[src/rtl/ps2_direction_decoder_if.sv]
// rtl/ps2_direction_decoder_if.sv - received PS/2 byte stream into the direction decoder
interface ps2_direction_decoder_if;
    logic [7:0] byte_in;
    logic       byte_valid;

    modport master (output byte_in, output byte_valid);
    modport slave  (input  byte_in, input  byte_valid);
endinterface

[src/rtl/ps2_direction_decoder.sv]
// rtl/ps2_direction_decoder.sv - PS/2 scan-code to WASD/arrow direction decoder
module ps2_direction_decoder #(
    parameter int TIMEOUT = 50000
) (
    input  logic                    clock,
    input  logic                    reset,
    ps2_direction_decoder_if.slave  rx,
    output logic                    up,
    output logic                    down,
    output logic                    left,
    output logic                    right,
    output logic                    press_pulse,
    output logic [1:0]              press_dir
);
    localparam int CW = (TIMEOUT > 1) ? $clog2(TIMEOUT) : 1;

    typedef enum logic [1:0] {IDLE, BRK, EXT, EXT_BRK} state_t;

    state_t        state, state_next;
    logic [7:0]    held, held_next;
    logic [CW-1:0] cnt, cnt_next;
    logic [CW:0]   cnt_inc;
    logic          timeout_hit;
    logic          wasd_hit, arrow_hit;
    logic [1:0]    wasd_idx, arrow_idx;
    logic [3:0]    dir_q, dir_next, rise;
    logic [1:0]    rise_dir;

    always_comb begin
        wasd_hit = 1'b1;
        wasd_idx = 2'd0;
        case (rx.byte_in)
            8'h1D:   wasd_idx = 2'd0;
            8'h1B:   wasd_idx = 2'd1;
            8'h1C:   wasd_idx = 2'd2;
            8'h23:   wasd_idx = 2'd3;
            default: wasd_hit = 1'b0;
        endcase
        arrow_hit = 1'b1;
        arrow_idx = 2'd0;
        case (rx.byte_in)
            8'h75:   arrow_idx = 2'd0;
            8'h72:   arrow_idx = 2'd1;
            8'h6B:   arrow_idx = 2'd2;
            8'h74:   arrow_idx = 2'd3;
            default: arrow_hit = 1'b0;
        endcase
    end

    // Timeout fires on the edge where the count would reach TIMEOUT-1.
    assign cnt_inc     = {1'b0, cnt} + (CW+1)'(1);
    assign timeout_hit = (state != IDLE) && (cnt_inc >= (CW+1)'(TIMEOUT - 1));

    always_comb begin
        state_next = state;
        held_next  = held;
        if (rx.byte_valid) begin
            if (rx.byte_in == 8'h00 || rx.byte_in == 8'hFF) begin
                held_next  = 8'h00;
                state_next = IDLE;
            end else if (rx.byte_in == 8'hE1) begin
                state_next = state;
            end else if (rx.byte_in == 8'hE0) begin
                state_next = EXT;
            end else begin
                case (state)
                    IDLE: begin
                        if (rx.byte_in == 8'hF0) state_next = BRK;
                        else if (wasd_hit)       held_next[{1'b0, wasd_idx}] = 1'b1;
                    end
                    EXT: begin
                        state_next = IDLE;
                        if (rx.byte_in == 8'hF0) state_next = EXT_BRK;
                        else if (arrow_hit)      held_next[{1'b1, arrow_idx}] = 1'b1;
                    end
                    BRK: begin
                        state_next = IDLE;
                        if (rx.byte_in == 8'hF0) state_next = BRK;
                        else if (wasd_hit)       held_next[{1'b0, wasd_idx}] = 1'b0;
                    end
                    default: begin
                        state_next = IDLE;
                        if (rx.byte_in == 8'hF0) state_next = EXT_BRK;
                        else if (arrow_hit)      held_next[{1'b1, arrow_idx}] = 1'b0;
                    end
                endcase
            end
        end else if (timeout_hit) begin
            state_next = IDLE;
        end
    end

    always_comb begin
        cnt_next = cnt_inc[CW-1:0];
        if (rx.byte_valid || state == IDLE || timeout_hit)
            cnt_next = '0;
    end

    // Direction order in the 4-bit vectors: [0]=up [1]=down [2]=left [3]=right.
    always_comb begin
        dir_next = held_next[3:0] | held_next[7:4];
        rise     = dir_next & ~dir_q;
        rise_dir = 2'd0;
        if (rise[0])      rise_dir = 2'd0;
        else if (rise[1]) rise_dir = 2'd1;
        else if (rise[2]) rise_dir = 2'd2;
        else if (rise[3]) rise_dir = 2'd3;
    end

    always_ff @(posedge clock) begin
        if (!reset) begin
            state       <= IDLE;
            held        <= 8'h00;
            cnt         <= '0;
            dir_q       <= 4'h0;
            press_pulse <= 1'b0;
            press_dir   <= 2'd0;
        end else begin
            state       <= state_next;
            held        <= held_next;
            cnt         <= cnt_next;
            dir_q       <= dir_next;
            press_pulse <= |rise;
            if (|rise)
                press_dir <= rise_dir;
        end
    end

    assign up    = dir_q[0];
    assign down  = dir_q[1];
    assign left  = dir_q[2];
    assign right = dir_q[3];
endmodule

[src/flat_wrapper.sv]
// flat-port wrapper written by rule: the top's interface ports become plain ports
module ps2_direction_decoder_flat 
#(
    parameter int TIMEOUT = 50000
)
  (clock, reset, up, down, left, right, press_pulse, press_dir, rx_byte_in, rx_byte_valid);
  ps2_direction_decoder_if rx_i ();
  input  logic clock;
  input  logic reset;
  output logic up;
  output logic down;
  output logic left;
  output logic right;
  output logic press_pulse;
  output logic [1:0] press_dir;
  input wire logic [$bits(rx_i.byte_in)-1:0] rx_byte_in;
  input wire logic [$bits(rx_i.byte_valid)-1:0] rx_byte_valid;
  assign rx_i.byte_in = rx_byte_in;
  assign rx_i.byte_valid = rx_byte_valid;
  ps2_direction_decoder #(.TIMEOUT(TIMEOUT)) u_core (.clock(clock), .reset(reset), .rx(rx_i), .up(up), .down(down), .left(left), .right(right), .press_pulse(press_pulse), .press_dir(press_dir));
endmodule
[config.mk]
export PLATFORM = sky130hd
export DESIGN_NAME = ps2_direction_decoder_flat
export DESIGN_NICKNAME = d
export VERILOG_FILES = /design/src/rtl/ps2_direction_decoder_if.sv /design/src/rtl/ps2_direction_decoder.sv /design/src/flat_wrapper.sv
export SDC_FILE = /design/constraint.sdc
export NUM_CORES = 1
export LEC_CHECK = 0
export CAP_MARGIN = 20
export CORE_MARGIN = 2
export CORE_UTILIZATION = 57
export DETAILED_ROUTE_END_ITERATION = 6
export PLACE_DENSITY = 0.79
export RECOVER_POWER = 25
export SLEW_MARGIN = 5
export SYNTH_ARGS = -nofsm -noshare
export SYNTH_HDL_FRONTEND = slang
export SYNTH_SLANG_ARGS = --single-unit
export TNS_END_PERCENT = 100
[constraint.sdc]
create_clock -name clock -period 2.7 [get_ports clock]
set_input_delay 0.405 -clock clock [delete_from_list [all_inputs] [get_ports clock]]
set_output_delay 0.405 -clock clock [all_outputs]
set_load 0.05 [all_outputs]
# --- Word-level counts from Yosys, hierarchy flattened ---
# Index checks and enable logic that the tools add are counted.
classes:
  add_sub_neg: 1
  magnitude_cmp: 5
  n_eq_ne: 16
  n_mux: 34
  n_bitwise: 10
  n_reduce_logical: 15
op_table:
  columns: ["cell", "n"]
  rows:
  - ["$mux 8", 12]
  - ["$eq 8x7->1 const B", 4]
  - ["$eq 8x8->1 const B", 4]
  - ["$eq 8x5->1 const B", 3]
  - ["$pmux 8 s3", 1]
  - ["$mux 2", 11]
  - ["$add 16x1->17 const B", 1]
  - ["$ge 17x16->1 const B", 1]
  - ["$and 8x8->8", 2]
  - ["$pmux 2 s3", 2]
  - ["$reduce_or 4->1", 3]
  - ["$eq 8x6->1 const B", 1]
  - ["$logic_not 8->1", 1]
  - ["$not 4->8", 1]
  - ["$not 8->8", 1]
  - ["$or 8x4->8", 1]
  - ["$or 8x8->8", 1]
  - ["$mux 1", 5]
  - ["$ne 5x2->1 const B", 1]
  - ["$and 4x4->4", 1]
  - ["$demux 1 s2", 2]
  - ["$lt 2x4->1 const B", 1]
  - ["$lt 3x4->1 const B", 1]
  - ["$not 4->4", 1]
  - ["14 further kinds", 19]
totals:
  regBits: 33

# --- Depth between registers and ports, before layout ---
# Gate-level depths: netlist of run 1.
logic_depth:
  depth_word: 21
  ltp_mapped: 10

# --- Worst setup path before layout of run 1 ---
# OpenSTA, ideal clock, no wires.
synth_path:
  path_type: "register to register"
  start: "register u_core.cnt[0]"
  end: "register u_core.state[0]"
  setup_time_ns: 0.122
  arrival_time_ns: 2.181
  required_time_ns: 2.578
  setup_slack_ns: 0.398
  path_stages_with_launch: 10
  n_path_buf: 0
  cell_sequence: "dfxtp_1 inv_1 ha_1 nor2_1 maj3_2 a2111oi_0 o32ai_1 a2111oi_0 nor2_1 mux2i_1"
synth_between:
  elab_chain_len: 5
synth_lines:
  columns: ["element", "line_no", "source"]
  rows:
  - ["start: declaration", "ps2_direction_decoder.sv:21", "logic [CW-1:0] cnt, cnt_next;"]
  - ["start signal: assignment", "ps2_direction_decoder.sv:121", "cnt <= cnt_next;"]
  - ["$add 16x1->17", "ps2_direction_decoder.sv:51", "assign cnt_inc = {1'b0, cnt} + (CW+1)'(1);"]
  - ["net u_core.cnt_inc[0]", "ps2_direction_decoder.sv:22", "logic [CW:0] cnt_inc;"]
  - ["$ge 17x16->1", "ps2_direction_decoder.sv:52", "assign timeout_hit = (state != IDLE) && (cnt_inc >= (CW+1)'(TIMEOUT - 1));"]
  - ["$logic_and 1x1->1", "ps2_direction_decoder.sv:52", null]
  - ["$reduce_bool 2->1 (no source line)", null, null]
  - ["$reduce_and 3->1 (no source line)", null, null]
  - ["end signal: assignment", "ps2_direction_decoder.sv:119", "state <= state_next;"]
  - ["end: declaration", "ps2_direction_decoder.sv:19", "state_t state, state_next;"]
# The timed path passes the listed nets, and every way through them passes these cells.
# A chain may end at the register's enable or synchronous reset.

# --- Worst setup path after layout of run 1 ---
# Same ends and word-level chain as after synthesis.

==> results of run 1 <==
-- synthesized netlist by cell type (3+ instances only) --
| cell | instances |
|---|---|
| nor3_1 | 8 |
| o31ai_1 | 7 |
| or2_1 | 4 |
| nand2b_1 | 4 |
| nor2_1 | 25 |
| and3_1 | 10 |
| xnor2_1 | 10 |
| nor4_1 | 7 |
| nor2b_1 | 7 |
| nand3_1 | 9 |
| a2111oi_0 | 3 |
| xor2_1 | 4 |
| nand2_1 | 7 |
| a21oi_1 | 8 |
| o21ai_0 | 3 |
| buf_2 | 5 |
| inv_1 | 8 |
| dfxtp_1 | 33 |
| nand4_1 | 4 |
| a22oi_1 | 7 |
| clkbuf_1 | 3 |
-- per-layer routing --
layer	up-vias	GRT usage
met4	0	0.0667
met1	833	0.306
met3	7	0.0667
met5	-	0
li1	926	-
met2	30	0.395
-- worst reg2reg max path, stage by stage (launching register included) --
cell and delay [ns]:
dfxtp_1 0.44, inv_1 0.07, ha_1 0.29, nor2_1 0.05
maj3_2 0.31, a2111oi_2 0.42, o32ai_2 0.19, a2111oi_2 0.36
nor2_1 0.16, mux2i_1 0.14
-- power breakdown --
group / leakage [nW] / switching [mW] / total (mW) / internal, mW
Sequential: 0.266 / 0.000998 / 0.489 / 0.488
Clock: 0.0558 / 0.189 / 0.481 / 0.291
Combinational: 0.582 / 0.0404 / 0.0836 / 0.0432
-- cell usage in the layout, fill, tap and decap left out, types with 5 or more instances in the layout --
cell type,count
a22oi_1,7
clkbuf_4,5
dfxtp_1,33
and3_1,10
clkdlybuf4s50_1,10
nand3_1,9
nand2_1,7
xnor2_1,10
nor4_1,7
nor2b_1,7
o31ai_1,7
nor3_1,8
a21oi_1,8
nor2_1,25
dlygate4sd3_1,7
buf_4,23
inv_1,8
-- worst min-delay path by stage --
stage | to | slack (ns) | cells past startpoint
floorplan | u_core.cnt[0] | 0.46 | 1
global placement | u_core.cnt[0] | 0.48 | 1
detailed placement | u_core.cnt[0] | 0.48 | 1
CTS | u_core.cnt[0] | 0.51 | 1
global route | u_core.cnt[0] | 0.56 | 1
finish | u_core.cnt[0] | 0.51 | 1
-- stage by stage --
| step | cells | setup WS (ns) |
|---|---|---|
| floorplan | 228 | 0.398 |
| detailed placement | 304 | -0.0855 |
| global route | 313 | -0.0504 |
| finish | 313 | 0.181 |
| CTS | 312 | 0.0298 |
| global placement | 304 | -0.0751 |
-- logic make-up (layout without fill, tap and decap cells) --
group / count (synthesis) / after routing
compound gates: 49 / 49
xor+xnor: 14 / 14
fa+ha+maj: 3 / 3
buf+inv: 18 / 57
flops: 33 / 33
mux: 2 / 2
simple gates: 109 / 109
-- registers in the layout (all words and copies together), names as in the netlist --
register	flops
u_core.cnt	16
u_core.dir_q	4
u_core.held	8
u_core.press_dir	2
u_core.press_pulse	1
u_core.state	2
-- area by class of cell --
class	count	area, µm²	share of cell area
inverters	8	30.0	0.0122
multi-input cells	177	1240	0.505
clock buffers	5	37.5	0.0153
clock inverters	3	68.8	0.0280
flip-flops and latches	33	661	0.269
well taps	46	57.6	0.0234
repair buffers	41	363	0.148
-- repair_timing --
item | in CTS | in global routing
endpoints found under the setup margin | 11 | 17
resized for setup | 1 | 6
buffers inserted | 0 | 1
pin swaps | 0 | 1
==> results by group, run 1 <==
Outcome
  – Status: completed

Global routing
  – Vias in the first global route: 1,702
  – Largest net degree at the start of global routing: 16
  – Initial antenna violation count: 0
  – Total congestion overflow: 0
  – First-pass GRT wire length: 7.52 mm
  – Overall routing resource usage: 0.239

Synthesis
  – Multiplexer share of the synthesized area: 0.0109
  – Synth warn: 0
  – Post-synthesis compound-gate area fraction: 0.194
  – Sequential fraction of the synthesis area: 0.338
  – Syn_nets: 241
  – Area leader, netlist: dfxtp_1
  – FF+latch count, synth: 33
  – Synth area leaders: dfxtp_1 (34%), nor2_1 (4.8%), xnor2_1 (4.5%)
  – Distinct cells, synth: 58
  – Share of async-settable or async-resettable flops after synthesis: 0
  – Gate Count Post-Synth: 228
  – Ys flop type: dfxtp_1
  – Post-Synth Simple-Gate Area: 0.333
  – Synthesized-area fraction occupied by adder cells: 0.0186
  – Largest family of logic cells by synthesized area: simple AND/OR/NAND/NOR gates
  – XOR/XNOR Fraction of Synth Area: 0.0627
  – Avg Synthesized Cell Area: 8.58 µm²
  – Top cell type's share of synthesized area: 0.338
  – Post-synth EDFFs: 0
  – Synthesized cell area: 1960 µm²

Critical path
  – Critical path class: reg2reg
  – CP arrival: 2.77 ns
  – Setup crit end kind: register
  – CP Max Fanout: 6
  – Worst r2r src: u_core.cnt[0]
  – CP Cell Sequence: inv_1 > ha_1 > nor2_1 > maj3_2 > a2111oi_2 > o32ai_2 > a2111oi_2 > nor2_1 > mux2i_1
  – Reg2Reg Depth: 9
  – Crit start category: register
  – Max stage delay cell, worst path: dfxtp_1
  – Worst Setup SP: u_core.cnt[0]
  – RR Endpoint: u_core.state[0]
  – Critical path required time: 2.95 ns
  – Max incr delay on CP: 0.44 ns
  – Top delay family on crit path: compound AO/OA/AOI/OAI gates
  – Crit path capture: u_core.state[0]
  – WP buf/inv: 1
  – Crit path depth: 9
  – R2r setup slk: 0.18 ns

Clock network
  – CTS buffer count: 5
  – TritonCTS clock tree: done
  – Clock transition at path regs: 0.11 ns
  – CTS sink cnt: 33
  – Root Buffer: clkbuf_4
  – Hold-fix buffers, CTS: 0
  – Skew-Pair Late Insertion Delay: 0.35 ns
  – Clock Path Buffers: 2
  – CTS H-tree lvls: 2

Timing
  – Final Setup Violations: 0
  – Tmin final: 2.52 ns
  – Max-slew violations: 0
  – Worst-Margin Slew: 0.509 ns
  – Final hold vios: 0
  – Hold slack: 0.509 ns
  – Layout Skew: 0.00718 ns
  – Peak Freq: 397 MHz
  – Crit share post-route: 0.933
  – Setup TNS: 0 ns
  – Rel. slew slack: 0.659

Routing
  – WL final: 4.47 mm
  – DRC errors left: 0
  – M1 wire length: 2.16 mm
  – DR top layer: met4
  – DR pass1 iterations: 4
  – Post-route ant nets: 0
  – Met3 WL: 174 µm
  – Met2 routed wirelength: 2.08 mm
  – Iter 0 DRT Violations: 91
  – Wire per inst: 14.3 µm
  – Routed vias: 1,796
  – Via density: 5.74

Power and ir drop
  – Power, Total: 1.05 mW
  – Worst vdd ir: 0.362 mV
  – Leakage: 0.903 nW
  – Power Density: 428 nW/µm²

Die
  – Die ar.: 3920 µm²
  – Core area: 3310 µm²
  – Initial core utilization: 0.591
  – Site Rows: 21
  – Die height: 62.6 µm
  – I/O pin total: 18
  – Die Width: 62.6 µm

Layout
  – P&R area growth vs syn: 25.8%
  – Fill cells: 273
  – Layout cell share with drive strength beyond 1: 0.187
  – Core Util, Final: 0.743
  – # nets final: 279
  – # diodes: 0
  – Layout Cell Area excl Fill: 2460 µm²

Place
  – Cell area after placement: 2300 µm²
  – Gpl congestion: 0.882
  – I/O Buffers: 17
  – Post-DP HPWL: 3.17 mm

Hold path
  – Hold_sp: u_core.cnt[0]
  – Hold Crit Class: reg2reg

Run
  – MaxCap Viol Count: 0
Note: power is estimated with default switching activity, not from simulation.
==> run 2, diff against run 1 <==
Settings changed: SLEW_MARGIN 5 to default.
==> results of run 2 <==
The final DEF is identical to that of run 1; final timing and power are the same.
